$ cat src/rtl/bus_master_if.sv
// Initiator-side bus interface: single-word read/write with request/grant arbitration.
// Optional slave-ready timeout abort is built in when BUS_TIMEOUT_EN is defined.
module bus_master_if #(
  parameter int unsigned TIMEOUT_CYC = 255,
  parameter int unsigned TO_CNT_W    = 8
) (
  input  logic        clk,
  input  logic        reset,
  input  logic        cpu_req,
  input  logic        cpu_rw,
  input  logic [29:0] cpu_addr,
  input  logic [31:0] cpu_wr_data,
  output logic [31:0] cpu_rd_data,
  output logic        cpu_busy,
  output logic        cpu_done,
  output logic        cpu_err,
  output logic        m_req_,
  input  logic        m_grnt_,
  output logic        m_as_,
  output logic        m_rw,
  output logic [29:0] m_addr,
  output logic [31:0] m_wr_data,
  input  logic [31:0] m_rd_data,
  input  logic        m_rdy_
);

  localparam logic CmdRead = 1'b1;

  typedef enum logic [1:0] {StIdle, StReq, StAccess, StWait} state_e;

  state_e state;

`ifdef BUS_TIMEOUT_EN
  localparam logic [TO_CNT_W-1:0] ToMax = TO_CNT_W'(TIMEOUT_CYC);

  logic [TO_CNT_W-1:0] to_cnt;
  logic                timed_out;

  assign timed_out = (to_cnt == ToMax);
`else
  logic unused_to_cfg;

  assign unused_to_cfg = ^{TIMEOUT_CYC, TO_CNT_W};
  assign cpu_err       = 1'b0;
`endif

  always_ff @(posedge clk) begin
    if (reset) begin
      state       <= StIdle;
      m_req_      <= 1'b1;
      m_as_       <= 1'b1;
      m_rw        <= CmdRead;
      m_addr      <= '0;
      m_wr_data   <= '0;
      cpu_rd_data <= '0;
      cpu_busy    <= 1'b0;
      cpu_done    <= 1'b0;
`ifdef BUS_TIMEOUT_EN
      cpu_err     <= 1'b0;
      to_cnt      <= '0;
`endif
    end else begin
      cpu_done <= 1'b0;
`ifdef BUS_TIMEOUT_EN
      cpu_err  <= 1'b0;
`endif
      unique case (state)
        StIdle: begin
          if (cpu_req) begin
            m_rw      <= cpu_rw;
            m_addr    <= cpu_addr;
            m_wr_data <= cpu_wr_data;
            m_req_    <= 1'b0;
            cpu_busy  <= 1'b1;
            state     <= StReq;
          end
        end
        StReq: begin
          if (!m_grnt_) begin
            m_as_ <= 1'b0;
`ifdef BUS_TIMEOUT_EN
            to_cnt <= '0;
`endif
            state <= StAccess;
          end
        end
        // Grant is not re-checked here: the arbiter holds it while m_req_ is low.
        StAccess, StWait: begin
          if (!m_rdy_) begin
            if (m_rw == CmdRead) cpu_rd_data <= m_rd_data;
            cpu_done <= 1'b1;
            m_req_   <= 1'b1;
            m_as_    <= 1'b1;
            cpu_busy <= 1'b0;
            state    <= StIdle;
          end
`ifdef BUS_TIMEOUT_EN
          else if (timed_out) begin
            cpu_err  <= 1'b1;
            m_req_   <= 1'b1;
            m_as_    <= 1'b1;
            cpu_busy <= 1'b0;
            state    <= StIdle;
          end
`endif
          else begin
            m_as_ <= 1'b1;
`ifdef BUS_TIMEOUT_EN
            to_cnt <= to_cnt + TO_CNT_W'(1);
`endif
            state <= StWait;
          end
        end
        default: state <= StIdle;
      endcase
    end
  end

endmodule

$ cat config.mk
export PLATFORM = sky130hd
export DESIGN_NAME = bus_master_if
export DESIGN_NICKNAME = d
export VERILOG_FILES = /design/src/rtl/bus_master_if.sv
export SDC_FILE = /design/constraint.sdc
export NUM_CORES = 1
export LEC_CHECK = 0
export ABC_AREA = 1
export BUFFER_PORTS_ARGS = -buffer_cell sky130_fd_sc_hd__buf_2
export CAP_MARGIN = 30
export CORE_UTILIZATION = 35
export DETAILED_ROUTE_END_ITERATION = 7
export PLACE_DENSITY = 0.65
export SLEW_MARGIN = 0
export SYNTH_ARGS = -nofsm -noshare
export SYNTH_HDL_FRONTEND = slang
export SYNTH_SLANG_ARGS = --single-unit
$ cat constraint.sdc
create_clock -name clk -period 1.1 [get_ports clk]
set_input_delay 0.22 -clock clk [delete_from_list [all_inputs] [get_ports clk]]
set_output_delay 0.22 -clock clk [all_outputs]
set_load 0.005 [all_outputs]
; Word level (Yosys, flattened, before mapping)
; Cells that the tools add are included.
[word_totals]
output_inout_bits = 100
register_bits = 101
in_bits = 100
word_cells = 40
[op_classes]
mux = 13
n_reduce_logical = 10
bitwise = 2
n_eq_ne = 6
[ops]
columns = cell, n
row1 = two-way mux 1 bit, 6
row2 = two-way mux 2 bit, 3
row3 = "inequality test 2 bit, second input constant", 3
row4 = case mux 1 bit (2 select lines), 3
row5 = case mux 2 bit (3 select lines), 1
row6 = AND reduction 2 bit, 3
row7 = AND reduction 3 bit, 2
row8 = "equality test 2 bit, second input constant", 2
row9 = nonzero test 2 bit, 2
row10 = OR reduction 2 bit, 2
row11 = "equality test 2 x 1 -> 1 bit, second input constant", 1
row12 = zero test 2 bit, 1
row13 = NOT 1 bit, 2

; Longest topological paths before layout
[logic_depth]
depth_word = 4
depth_mapped = 6
mapped_depth_nobuf = 6

; Worst setup path before layout
; No wires, ideal clock.
[synth_path]
path_kind = register to register
from = register state[1]
to = register state[0]
required_time_ns = 1.031
setup_ns = 0.069
arrival_time_ns = 0.983
stages_incl_launch_ff = 7
slack_ns = 0.048
path_buffers = 3
period_less_slack_ns = 1.052
cell_sequence = dfxtp_1 > buf_4 > nor2_8 > buf_6 > buf_6 > nand3_1 > o21ai_1
[synth_between]
elab_chain_cells = 3
word_cells_on_any_way = 9
classes_between = eq/ne (5) / mux (1) / reduce/logical (3)
[synth_lines]
columns = item, line
row1 = "start, declared", 31  ; state_e state;
row2 = "start signal, assigned", 49  ; state <= StIdle;
row3 = "start signal, assigned", 75  ; state <= StReq;
row4 = "start signal, assigned", 84  ; state <= StAccess;
row5 = "equality test 2 bit, or another cell as far along", 67  ; unique case (state)
row6 = OR reduction 2 bit / inequality test 2 bit (equally long branches), -
row7 = case mux 2 bit (3 select lines) / AND reduction 2 bit (equally long branches), -
; Parallel ways exist; a longest one is shown, timed or not.
; A chain may end at the register's enable or synchronous reset.

; Worst setup path after layout
[layout_path]
from = register state[0]
to = register m_addr[10]
[layout_between]
elab_chain_cells = 2
[layout_lines]
columns = item, line
row1 = zero test 2 bit, 67
row2 = AND reduction 2 bit (no source line), -
row3 = "end signal, assigned", 71  ; m_addr <= cpu_addr;
row4 = "end, declared", 21  ; output logic [29:0] m_addr,
; Every way passes these cells.

==> flow_metrics.py <==
metrics = {
    "synthesis": {
        "synth_top_area_frac": 0.4694,
        "synth_area_leaders": "dfxtp_1 (47%), nand2_1 (12%), nor2_1 (11%)",
        "synth-seq-cells": 101,
        "synth_area_per_cell_um2": 6.700,
        "yosys_warnings": 0,
        "syn_inst": 643,
        "syn_nets": 743,
        "syn_area_um2": 4308,
        "ys_types": 17,
        "yosys.area.top_type": "dfxtp_1",
        "seq_area_frac_synth": 0.4694,
    },
    "run_status": {
        "violations": "negative setup slack",
        "status": "complete, but fails checks",
    },
    "routing": {
        "wl_um": 11510,
        "antenna_left": 0,
        "drt_iter0_drc": 245,
        "vias": 4348,
        "viasPerCell": 4.414,
        "dr.pass1.iters": 4,
        "drc_errors": 0,
        "drt-wirelength-per-cell_um": 11.69,
    },
    "global_route": {
        "track_usage": 0.1742,
        "grt_pass1_vias": 3788,
        "grt-ovfl-total": 0,
        "grt_first_pass_wirelength_um": 17820,
        "antenna_found_initial": 0,
        "grt_max_degree": 65,
    },
    "timing": {
        "hold_viol": 0,
        "post-route-min-period_ps": 1129,
        "finalCritPeriodShare": 1.026,
        "clock_skew_ps": 7.613,
        "layout_setup_ws_ps": -28.74,
        "setup-violations-final": 4,
        "hold_ws_ps": 68.19,
        "rsz0062_at_grt": "yes",
        "fmax_mhz": 885.9,
        "report.final.slew_viol_count": 0,
    },
    "setup_path": {
        "r2r_cells": 5,
        "cp.depth": 5,
        "cpPeakStageDelay_ps": 360,
        "cp-endpoint": "m_addr[10]",
        "crit_buf_inv": 2,
        "cp_top_family": "flip-flops",
        "required_ps": 1380,
        "path_max_fanout": 21,
        "worstPathArrival_ps": 1410,
        "cp_cell_sequence": "nor2_8, buf_4, buf_16, a21oi_1, nor2_1",
        "reg2reg_setup_slack_ps": -30,
        "regToRegStartpoint": "state[0]",
        "cp-startpoint": "state[0]",
        "endpoint_kind": "flip-flop",
        "crit_path_top_delay_cell": "dfxtp_4",
        "r2r-end": "m_addr[10]",
        "crit_path_start_kind": "flip-flop",
        "crit_type": "reg2reg",
    },
    "cells_and_area": {
        "antenna_cells": 0,
        "final_nets": 933,
        "layout-drive-gt1-share": 0.3198,
        "areaGrowthSynthToFinish_pct": 41.13,
        "fin_util": 0.5061,
    },
    "clock_network": {
        "cts_tree": "yes",
        "cts-root-buf": "clkbuf_16",
        "cts_sinks": 101,
        "insertion_delay_ps": 350,
        "cts_buffers": 9,
        "clockBufferDepth": 2,
        "path_clk_slew_ps": 70,
        "h-tree-depth": 3,
    },
    "floorplanning": {
        "die_w_um": 112.9,
        "die_area_um2": 12760,
        "dieHeight_um": 112.9,
        "start_util": 0.3586,
        "core_region_area_um2": 12010,
        "fp-row-count": 40,
        "ioPinCount": 200,
    },
    "job": {
        "cap_violations": 0,
    },
    "power_and_ir_drop": {
        "power_density_nw_per_um2": 1613,
        "power_leakage_nw": 3.494,
        "ir_drop_mv": 1.244,
    },
    "placed_design": {
        "portBuffers": 198,
        "dpl.hpwl_um": 7587,
        "place_congestion": 0.7481,
        "pre_cts_ws_ps": -41.56,
    },
    "hold_path": {
        "hp-class": "in2reg",
    },
}
[worst min path at each step]
| stage | startpoint | endpoint | slack [ps] | cells after the start |
|---|---|---|---|---|
| final | reset | cpu_done | 70 | 2 |
| after CTS | reset | cpu_done | 50 | 2 |
| after detailed placement | reset | cpu_done | 420 | 2 |
| after global placement | reset | cpu_done | 420 | 2 |
| after floorplan | reset | cpu_done | 290 | 1 |
| after global routing | reset | cpu_done | 60 | 2 |
[cell usage after synthesis, drive strengths merged]
cell type	count
a21oi	63
buf	33
clkbuf	12
conb	1
dfxtp	101
inv	98
nand2	135
nand3	66
nor2	132
o21ai	2
[through the flow]
| step | std cells | cell area, µm² | power, mW | TNS (ps) |
|---|---|---|---|---|
| floorplan | 643 | 4308 | 5.419 | 0 |
| global placement | 961 | 5498 | 6.209 | -549.0 |
| detailed placement | 961 | 5498 | 6.227 | -1141 |
| CTS | 980 | 5869 | 9.756 | -239.6 |
| global route | 985 | 6080 | 10.39 | -2014 |
| finish | 985 | 6080 | 9.808 | -52.25 |
[metal layers]
layer / up-vias / part of all wire / track usage
li1: 2317 / - / -
met1: 1879 / 0.45 / 0.2128
met2: 145 / 0.46 / 0.2835
met3: 7 / 0.081 / 0.07124
met4: 0 / 0.0058 / 0.04737
met5: - / 0 / 0
[placed cells by master, fill, tap and decap left out, types with 2 or more instances in the layout]
cell type	count
buf_12	9
nor2_1	131
buf_4	13
bufinv_16	2
dfxtp_1	98
dfxtp_4	2
inv_1	97
nand3_2	22
nand3_1	44
nand2_2	2
nand2_1	133
clkinv_4	2
clkinv_2	2
clkbuf_16	12
buf_2	196
a21oi_1	63
[flip-flops by register name, summed over array words and instances, names as in the netlist]
name	count
m_req_	1
state	2
m_as_	1
m_rw	1
cpu_busy	1
cpu_done	1
m_addr	30
m_wr_data	32
cpu_rd_data	32
[cell type report]
class | instances | area, µm²
clock inverter | 6 | 87.58
inverter | 98 | 367.9
clock buffer | 10 | 229.0
sequential | 101 | 2031
fill | 1263 | 5932
timing repair buffer | 224 | 1388
tap | 147 | 183.9
multi-input combinational | 399 | 1793
[report_power, final]
group          switching [mW]  total, mW  internal (mW)  leakage, nW
sequential              0.186       4.21           4.02        0.832
clock                    1.39       3.38           1.99        0.156
combinational            1.16       2.22           1.06         2.51
total                    2.73       9.81           7.08         3.49
[kinds of logic after synthesis]
kind of cell,synth area share
buffers and inverters,0.1400
AOI/OAI and AO/OA,0.07551
DFF,0.4694
other,0.0008705
and+or+nand+nor,0.3143
[timing repair]
| item | in CTS | in global routing |
|---|---|---|
| pin swaps | 1 | 0 |
| buffers inserted | 2 | 1 |
| hold buffers | 0 | 0 |
| gates cloned | 1 | 4 |
| resized for setup | 6 | 28 |
| endpoints found under the setup margin | 75 | 52 |
(Power assumes the default switching activity.)
